==> src/rtl/riscv_core_dpath_dmem_resp_queue.sv <==
`default_nettype none
// ============================================================================
// Module   : riscv_core_dpath_dmem_resp_queue
// Purpose  : Data-memory response queue for the core datapath. Each raw
//            memory word is aligned and sign/zero-extended according to the
//            load type as it is enqueued, so the stored entry is already the
//            final writeback value. Entries are kept in a circular buffer.
//            When the queue is empty it can optionally hand the incoming
//            response straight to the consumer in the same cycle.
// Ports    : clk, reset      - clock, synchronous active-high reset
//            flush           - synchronous discard of all entries
//            enq_val/enq_rdy - response handshake (producer side)
//            enq_data        - raw memory response word (W bits)
//            enq_type        - 0 full, 1 lb, 2 lbu, 3 lh, 4 lhu, 5 lw,
//                              6 lwu, 7 same as full
//            enq_off         - byte offset of the access within the word
//            deq_val/deq_rdy - result handshake (writeback side)
//            deq_data        - extracted and extended head result
//            count           - number of stored entries
// Revision : 1.0 - initial release
// ============================================================================
module riscv_core_dpath_dmem_resp_queue #(
  parameter int W      = 32,
  parameter int DEPTH  = 2,
  parameter int BYPASS = 1
) (
  input  logic                     clk,
  input  logic                     reset,
  input  logic                     flush,
  input  logic                     enq_val,
  output logic                     enq_rdy,
  input  logic [W-1:0]             enq_data,
  input  logic [2:0]               enq_type,
  input  logic [$clog2(W/8)-1:0]   enq_off,
  output logic                     deq_val,
  input  logic                     deq_rdy,
  output logic [W-1:0]             deq_data,
  output logic [$clog2(DEPTH):0]   count
);

  localparam int PTRW = $clog2(DEPTH);
  localparam int CNTW = PTRW + 1;
  localparam int OFFW = $clog2(W/8);

  localparam logic [2:0] c_TYPE_LB  = 3'd1;
  localparam logic [2:0] c_TYPE_LBU = 3'd2;
  localparam logic [2:0] c_TYPE_LH  = 3'd3;
  localparam logic [2:0] c_TYPE_LHU = 3'd4;
  localparam logic [2:0] c_TYPE_LW  = 3'd5;
  localparam logic [2:0] c_TYPE_LWU = 3'd6;

  localparam logic [CNTW-1:0] c_DEPTH_CNT = CNTW'(DEPTH);
  localparam logic [PTRW-1:0] c_PTR_ONE   = PTRW'(1);

  // --------------------------------------------------------------------------
  // Extraction: align the addressed bytes to bit 0, then extend.
  // --------------------------------------------------------------------------
  logic [OFFW+2:0] w_shamt;
  logic [W-1:0]    w_shifted;
  logic [W-1:0]    w_lw;
  logic [W-1:0]    w_lwu;
  logic [W-1:0]    w_ext;

  // Byte offset scaled to a bit shift; logical shift fills with zeros.
  assign w_shamt   = {enq_off, 3'b000};
  assign w_shifted = enq_data >> w_shamt;

  // On a 32-bit datapath a word load is the whole shifted value; only a
  // wider datapath needs the upper half filled.
  generate
    if (W > 32) begin : g_word_ext
      assign w_lw  = {{(W-32){w_shifted[31]}}, w_shifted[31:0]};
      assign w_lwu = {{(W-32){1'b0}},          w_shifted[31:0]};
    end else begin : g_word_pass
      assign w_lw  = w_shifted;
      assign w_lwu = w_shifted;
    end
  endgenerate

  always_comb begin
    w_ext = w_shifted;
    case (enq_type)
      c_TYPE_LB:  w_ext = {{(W-8){w_shifted[7]}},   w_shifted[7:0]};
      c_TYPE_LBU: w_ext = {{(W-8){1'b0}},           w_shifted[7:0]};
      c_TYPE_LH:  w_ext = {{(W-16){w_shifted[15]}}, w_shifted[15:0]};
      c_TYPE_LHU: w_ext = {{(W-16){1'b0}},          w_shifted[15:0]};
      c_TYPE_LW:  w_ext = w_lw;
      c_TYPE_LWU: w_ext = w_lwu;
      default:    w_ext = w_shifted;
    endcase
  end

  // --------------------------------------------------------------------------
  // Storage and control state. The data array is deliberately not reset;
  // count and pointers alone decide what is valid.
  // --------------------------------------------------------------------------
  logic [W-1:0]    mem_q [DEPTH];
  logic [PTRW-1:0] wr_ptr_q, wr_ptr_d;
  logic [PTRW-1:0] rd_ptr_q, rd_ptr_d;
  logic [CNTW-1:0] count_q,  count_d;

  logic w_empty;
  logic w_full;
  logic w_bypass;
  logic w_bypass_take;
  logic w_push;
  logic w_pop;

  assign w_empty = (count_q == '0);
  assign w_full  = (count_q == c_DEPTH_CNT);

  // A full queue refuses new data even if the head leaves this cycle, so
  // enq_rdy never depends on deq_rdy.
  assign enq_rdy = !w_full && !flush;

  // Pass-through candidate: nothing stored and a response is arriving.
  assign w_bypass = (BYPASS != 0) && enq_val && w_empty;

  assign deq_val  = !flush && (!w_empty || w_bypass);
  assign deq_data = w_empty ? w_ext : mem_q[rd_ptr_q];
  assign count    = count_q;

  // A bypassed response that the consumer takes is never written; if the
  // consumer stalls, the same response is stored like any other enqueue.
  assign w_bypass_take = w_bypass && deq_rdy && !flush;
  assign w_push        = enq_val && enq_rdy && !w_bypass_take;
  assign w_pop         = deq_val && deq_rdy && !w_empty;

  always_comb begin
    wr_ptr_d = wr_ptr_q;
    rd_ptr_d = rd_ptr_q;
    count_d  = count_q;
    if (reset || flush) begin
      wr_ptr_d = '0;
      rd_ptr_d = '0;
      count_d  = '0;
    end else begin
      // DEPTH is a power of two, so pointer increments wrap naturally.
      if (w_push) begin
        wr_ptr_d = wr_ptr_q + c_PTR_ONE;
      end
      if (w_pop) begin
        rd_ptr_d = rd_ptr_q + c_PTR_ONE;
      end
      count_d = count_q + CNTW'(w_push) - CNTW'(w_pop);
    end
  end

  always_ff @(posedge clk) begin
    wr_ptr_q <= wr_ptr_d;
    rd_ptr_q <= rd_ptr_d;
    count_q  <= count_d;
  end

  always_ff @(posedge clk) begin
    if (w_push) begin
      mem_q[wr_ptr_q] <= w_ext;
    end
  end

`ifndef SYNTHESIS
  always_ff @(posedge clk) begin
    if (!reset) begin
      assert (count_q <= c_DEPTH_CNT)
        else $error("dmem_resp_queue: count above depth");
      assert (!(w_push && w_full))
        else $error("dmem_resp_queue: write into full queue");
    end
  end
`endif

endmodule
`default_nettype wire

==> config.mk <==
export PLATFORM = sky130hd
export DESIGN_NAME = riscv_core_dpath_dmem_resp_queue
export DESIGN_NICKNAME = d
export VERILOG_FILES = /design/src/rtl/riscv_core_dpath_dmem_resp_queue.sv
export SDC_FILE = /design/constraint.sdc
export NUM_CORES = 1
export LEC_CHECK = 0
export ABC_AREA = 1
export BUFFER_PORTS_ARGS = -buffer_cell sky130_fd_sc_hd__buf_2
export CORE_MARGIN = 1
export CORE_UTILIZATION = 51
export CTS_CLUSTER_DIAMETER = 40
export DETAILED_ROUTE_END_ITERATION = 10
export HOLD_SLACK_MARGIN = 0.02
export PLACE_DENSITY = 0.74
export SLEW_MARGIN = 30
export SYNTH_ARGS = -nofsm -noshare
export SYNTH_HDL_FRONTEND = slang
export SYNTH_SLANG_ARGS = --single-unit
==> constraint.sdc <==
create_clock -name clk -period 3.5 [get_ports clk]
set_clock_uncertainty 0.05 [all_clocks]
set_input_delay 0.175 -clock clk [delete_from_list [all_inputs] [get_ports clk]]
set_output_delay 0.175 -clock clk [all_outputs]
set_load 0.005 [all_outputs]
==> results of run 1 <==
-- critical path, delay by kind of cell, from the launching register on --
| kind | cells | cell delay (ns) |
|---|---|---|
| buffers and inverters | 2 | 0.44 |
| adders and majority gates | 2 | 0.46 |
| AOI/OAI and AO/OA | 1 | 0.12 |
| xor gates and xnor gates | 1 | 0.13 |
| and+or+nand+nor | 4 | 1.05 |
| DFF | 1 | 0.37 |
-- flip-flops by register name, indices dropped and copies added (netlist names), named ones only --
| signal | count |
|---|---|
| count | 2 |
| mem_q | 64 |
| rd_ptr_q | 1 |
| wr_ptr_q | 1 |
-- power by group through the flow --
stage | logic, µW | registers [µW] | clock network (µW)
after floorplan | 177 | 951 | 0
after global placement | 279 | 952 | 0
after detailed placement | 283 | 952 | 0
after CTS | 285 | 934 | 540
after global routing | 320 | 935 | 576
final | 287 | 934 | 532
-- metrics by stage --
stage | total power (µW) | area (µm²)
global route | 1830 | 4520
finish | 1750 | 4520
floorplan | 1130 | 3980
CTS | 1760 | 4520
global placement | 1230 | 4360
detailed placement | 1240 | 4360
-- worst paths after layout --
check                start       end  cells after the start
setup / recovery  count[1]  count[1]                     10
hold / removal       reset  count[0]                      4
setup reg to reg  count[1]  count[1]                     10
hold reg to reg   rd_ptr_q  register                      1
-- cell families (layout without fill, tap and decap cells) --
family,count (synthesis),after routing,synth area share [%]
AOI/OAI and AO/OA,64,64,10.9
DFF,69,69,50.8
buffers and inverters,86,156,9.90
adders and majority gates,2,2,0.628
and+or+nand+nor,249,249,27.6
xor gates and xnor gates,1,1,0.220
-- Yosys cell counts --
library cell and number:
nand2_1 173, edfxtp_1 64, inv_1 56, nand3_1 27, nor2_1 25, o211ai_1 24, o21ai_0 18, nand3_2 17
a21oi_1 13, a22oi_2 7, buf_2 7, buf_1 5, buf_6 5, clkbuf_1 5, dfxtp_1 5, buf_4 3
inv_2 3, ha_1 2, nor2_2 2, o21ai_1 2, buf_8 1, inv_4 1, nand2_2 1, nand2_4 1
nor3_1 1, nor3_2 1, or2_2 1, xnor2_1 1
-- final cells by class --
class | instances | area [µm²]
Inverter | 60 | 228
Timing Repair Buffer | 81 | 415
Tap cell | 99 | 124
Fill cell | 626 | 2890
Multi-Input combinational cell | 316 | 1570
Clock inverter | 6 | 31.3
Sequential cell | 69 | 2030
Clock buffer | 9 | 124
-- layout by cell type (no fill, tap or decap), types with 13 or more instances in the layout --
cell,n
inv_1,56
nand3_2,17
o21ai_0,18
buf_2,77
nand3_1,27
edfxtp_1,64
nand2_1,173
nor2_1,23
a21oi_1,13
o211ai_1,24
-- routing by layer --
metal	track usage (%)	vias to the layer above
met4	11.0	0
met1	31.3	1548
met3	3.87	25
met2	35.8	134
met5	0	-
li1	-	1679
==> impl_metrics.toml, run 1 <==
[clocking]
insertion_delay_ns = 0.34
cts_tree = "done"
holdBufCountCts = 0
cts_buffer_depth = 2
cts_buffers = 9
ctsHtreeMaxLevel = 3
path_clk_slew_ns = 0.07
cts_setup_buffers = 0
ctsResizeCount = 0
cts_sinks = 69
root_buffer = "clkbuf_8"

[critical_path]
cpMaxStageDelayCell = "nor2_2"
cp_data_arrival_time_ns = 2.91
cp-start-kind = "register"
critical_path_class = "register to register"
worstPathRequired_ns = 3.73
reg2reg_setup_slack_ns = 0.81
crit_fanout = 27
critPathCaptureType = "register"
cpMostUsedCell = "ha_1"
crit_chain = "nor2_2 > inv_2 > nand2_1 > nor2_1 > ha_1 > inv_1 > ha_1 > xnor2_1 > or2_2 > a21oi_1"
crit_path_max_incr_delay_ns = 0.54

[drt]
detail-route-antenna-nets = 0
totalWireLength_um = 8980
route.met3.wl_um = 547
wl_met2_um = 4110
drt-initial-drc-count = 197
via_per_inst = 5.29
drc_errors = 0
wirelength_met1_um = 4070
drt_pass1_iterations = 5
wl_per_cell_um = 14.0
vias = 3386
top_layer_used = "met4"

[timing]
finalHoldViolCount = 0
rsz0062_at_grt = "no"
setup_violations = 0
timing.fmax_mhz = 372
min_period_ns = 2.69
tightest_slew_ns = 0.644
final_max_slew_viol_count = 0
timing.final.crit_share_pct = 76.8
fin_ws_ns = 0.814
max_slew_margin_pct = 57.0
whs_ns = 0.0676
tns_ns = 0

[cells_and_area]
synthToLayoutAreaGrowth_pct = 13.5
finalNonFillerCells = 640
antennaDiodeCount = 0
utilization_pct = 61.0
drive_above_1_share_pct = 24.0
fin_nets = 581

[die]
initial_core_util_pct = 53.8
die_area_um2 = 8170
io_pins = 78
die_h_um = 90.4
fp-row-count = 31
coreArea_um2 = 7410
die_w_um = 90.4

[power]
cellLeakagePower_uw = 0.00220
cellPowerDensity_nw_per_um2 = 388
peakVddDrop_uv = 162
power.switching_uw = 475
intPower_uw = 1280
clockPowerShare_pct = 30.3
comb_power_share_pct = 16.4
swShare_pct = 27.1
seqPwrFrac_pct = 53.3

[yosys]
synth_fp_nets = 515
synthTopCellsByArea = "edfxtp_1 48%, nand2_1 16%, inv_1 5.3%"
synth_top_area_share_pct = 48.3
synth-seq-cells = 69
synth-seq-area-share_pct = 50.8
syn_area_um2 = 3980
synth_cell_types = 28
netlist.top_cell.by_area = "edfxtp_1"
yosysWarnings = 0
syn_inst = 471
post_synth.cell_area_avg_um2 = 8.46

[flow_run]
max-cap-violations = 0

[placed_design]
portBuffers = 77
dpl.hpwl_um = 6200
place_worst_setup_slack_ns = 0.847
place.gp.congestion = 0.904
dp_cells = 625

[global_routing]
grt.total_usage_pct = 23.0
gr-total-overflow = 0
grt_pass1_wl_um = 14700
antenna_found_initial = 0
grt_pass1_vias = 3111
grt_max_degree = 65

[min_path]
hp-class = "input pin to register"

[outcome]
status = "complete, no violations"
Power figures use the tool's default switching activity.
==> inputs of run 2 (changes only) <==
==> constraint.sdc (replaced) <==
create_clock -name clk -period 2.7 [get_ports clk]
set_clock_uncertainty 0.05 [all_clocks]
set_input_delay 0.135 -clock clk [delete_from_list [all_inputs] [get_ports clk]]
set_output_delay 0.135 -clock clk [all_outputs]
set_load 0.005 [all_outputs]
==> run 2 against run 1 <==
Net effect:
- die area did not move
- flip-flop and latch count did not move
- setup slack worse by 0.18 ns
- clock power up 54%
- critical path type is now input pin to output port
- largest cell class unchanged
- largest power group unchanged
==> impl_metrics.toml, run 2 (synthesis gave the netlist of run 1 again) <==
[clocking]
ctsHtreeMaxLevel = 3
cts_tree = "done"
ctsResizeCount = 0
cts_buffers = 9
insertion_delay_ns = 0.34
cts_sinks = 69
root_buffer = "clkbuf_8"
cts_buffer_depth = 2
path_clk_slew_ns = 0.07

[critical_path]
critical_path_class = "input pin to output port"
cp_data_arrival_time_ns = 1.89
cp-start-kind = "input pin"
critPathCaptureType = "output port"
cpMaxStageDelayCell = "nand3_2"
crit_path_max_incr_delay_ns = 0.49
worstPathRequired_ns = 2.52
crit_chain = "buf_2 > inv_4 > nand2_1 > nand3_2 > nand3_2 > nand2_1 > nand2_1 > o21ai_0 > buf_2"
crit_fanout = 33
cpMostUsedCell = "nand2_1"

[placed_design]
place_worst_setup_slack_ns = 0.607
dpl.hpwl_um = 6430
portBuffers = 77
place.gp.congestion = 0.945
dp_cells = 631

[cells_and_area]
final_common_cell = "nand2_1"
layout_common_cells = "173 x nand2_1, 77 x buf_2, 64 x edfxtp_1"
antennaDiodeCount = 0
fin_nets = 588
utilization_pct = 62.2
largest_reg_flops = 64
synthToLayoutAreaGrowth_pct = 15.7
finalNonFillerCells = 648
max_flop_register = "mem_q"
drive_above_1_share_pct = 25.1

[die]
fp-row-count = 31
initial_core_util_pct = 53.8
die_w_um = 90.4
die_area_um2 = 8170
coreArea_um2 = 7410
io_pins = 78
die_h_um = 90.4

[timing]
timing.final.crit_share_pct = 76.7
timing.fmax_mhz = 483
finalHoldViolCount = 0
setup_violations = 0
final_max_slew_viol_count = 0
tightest_slew_ns = 0.636
min_period_ns = 2.07
tns_ns = 0
fin_ws_ns = 0.630
rsz0062_at_grt = "no"
max_slew_margin_pct = 57.3

[drt]
drt_pass1_iterations = 4
drc_errors = 0
totalWireLength_um = 9090
via_per_inst = 5.23
drt-initial-drc-count = 242
vias = 3392
detail-route-antenna-nets = 0
wl_per_cell_um = 14.0

[power]
cellLeakagePower_uw = 0.00225
swShare_pct = 26.4
cellPowerDensity_nw_per_um2 = 522
power.switching_uw = 636
comb_power_share_pct = 15.6
seqPwrFrac_pct = 50.4
clockPowerShare_pct = 34.0
intPower_uw = 1770
peakVddDrop_uv = 241

[global_routing]
grt_pass1_wl_um = 15100
grt_pass1_vias = 3148
antenna_found_initial = 0
grt_max_degree = 37
grt.total_usage_pct = 23.6
gr-total-overflow = 0

[flow_run]
max-cap-violations = 0

[outcome]
status = "complete, no violations"

[min_path]
hp-class = "input pin to register"
==> run 2: cell count changes in the layout (fill, tap and decap cells not counted), sizes merged <==
| cell | previous run | this run |
|---|---|---|
| buf | 81 | 87 |
| bufinv | 0 | 1 |
| inv | 60 | 61 |
| clkbuf | 9 | 10 |
| clkinv | 4 | 2 |
| dlygate4sd3 | 0 | 1 |
==> run 2: power groups by stage <==
stage	combinational [µW]	sequential [µW]	clock, µW
after floorplan	229	1230	0
after global routing	420	1210	884
after CTS	375	1210	832
final	376	1210	818
after detailed placement	372	1240	0
after global placement	365	1230	0
==> run 2: path summary, 6_finish.rpt <==
path                   start      endpoint  slack, ns  cells past startpoint
setup / recovery  enq_off[0]  deq_data[15]       0.63                      9
setup reg to reg    count[0]      count[1]       0.64                      9
hold reg to reg     rd_ptr_q      register       0.42                      1
hold / removal         flush      count[0]       0.07                      4
==> run 2: area by class of cell <==
class / count / area, µm²
fill: 659 / 2800
clock inverter: 6 / 62.6
tap: 99 / 124
inverter: 60 / 228
sequential: 69 / 2020
timing repair buffer: 88 / 470
multi-input combinational: 316 / 1570
clock buffer: 10 / 128
==> run 2: metal layers <==
layer  up-vias  part of all wire, %  track usage [%]
met3         9                  6.6             3.62
met4         0                  1.2             9.14
met2       126                   48             37.7
li1       1697                    -                -
met1      1560                   44             32.4
met5         -                    0                0
==> run 2: metrics by stage <==
step,hold WS (ns),power (µW),cell area (µm²)
2_1_floorplan,0.251,1460,3980
3_3_place_gp,0.367,1600,4410
3_5_place_dp,0.368,1610,4410
4_1_cts,0.0583,2420,4610
5_1_grt,0.0747,2520,4610
6_report,0.0687,2400,4610
==> run 2: critical path, delay by kind of cell <==
family | cells | cell delay, ns
buffers and inverters | 3 | 0.54
AO/OA/AOI/OAI | 1 | 0.09
AND/OR/NAND/NOR | 5 | 1.10
==> run 2: repair_timing <==
action / CTS / global route
hold buffers: 1 / 0
hold endpoints to repair: 3 / 0
setup buffers: 0 / 0
endpoints found under the setup margin: 0 / 0
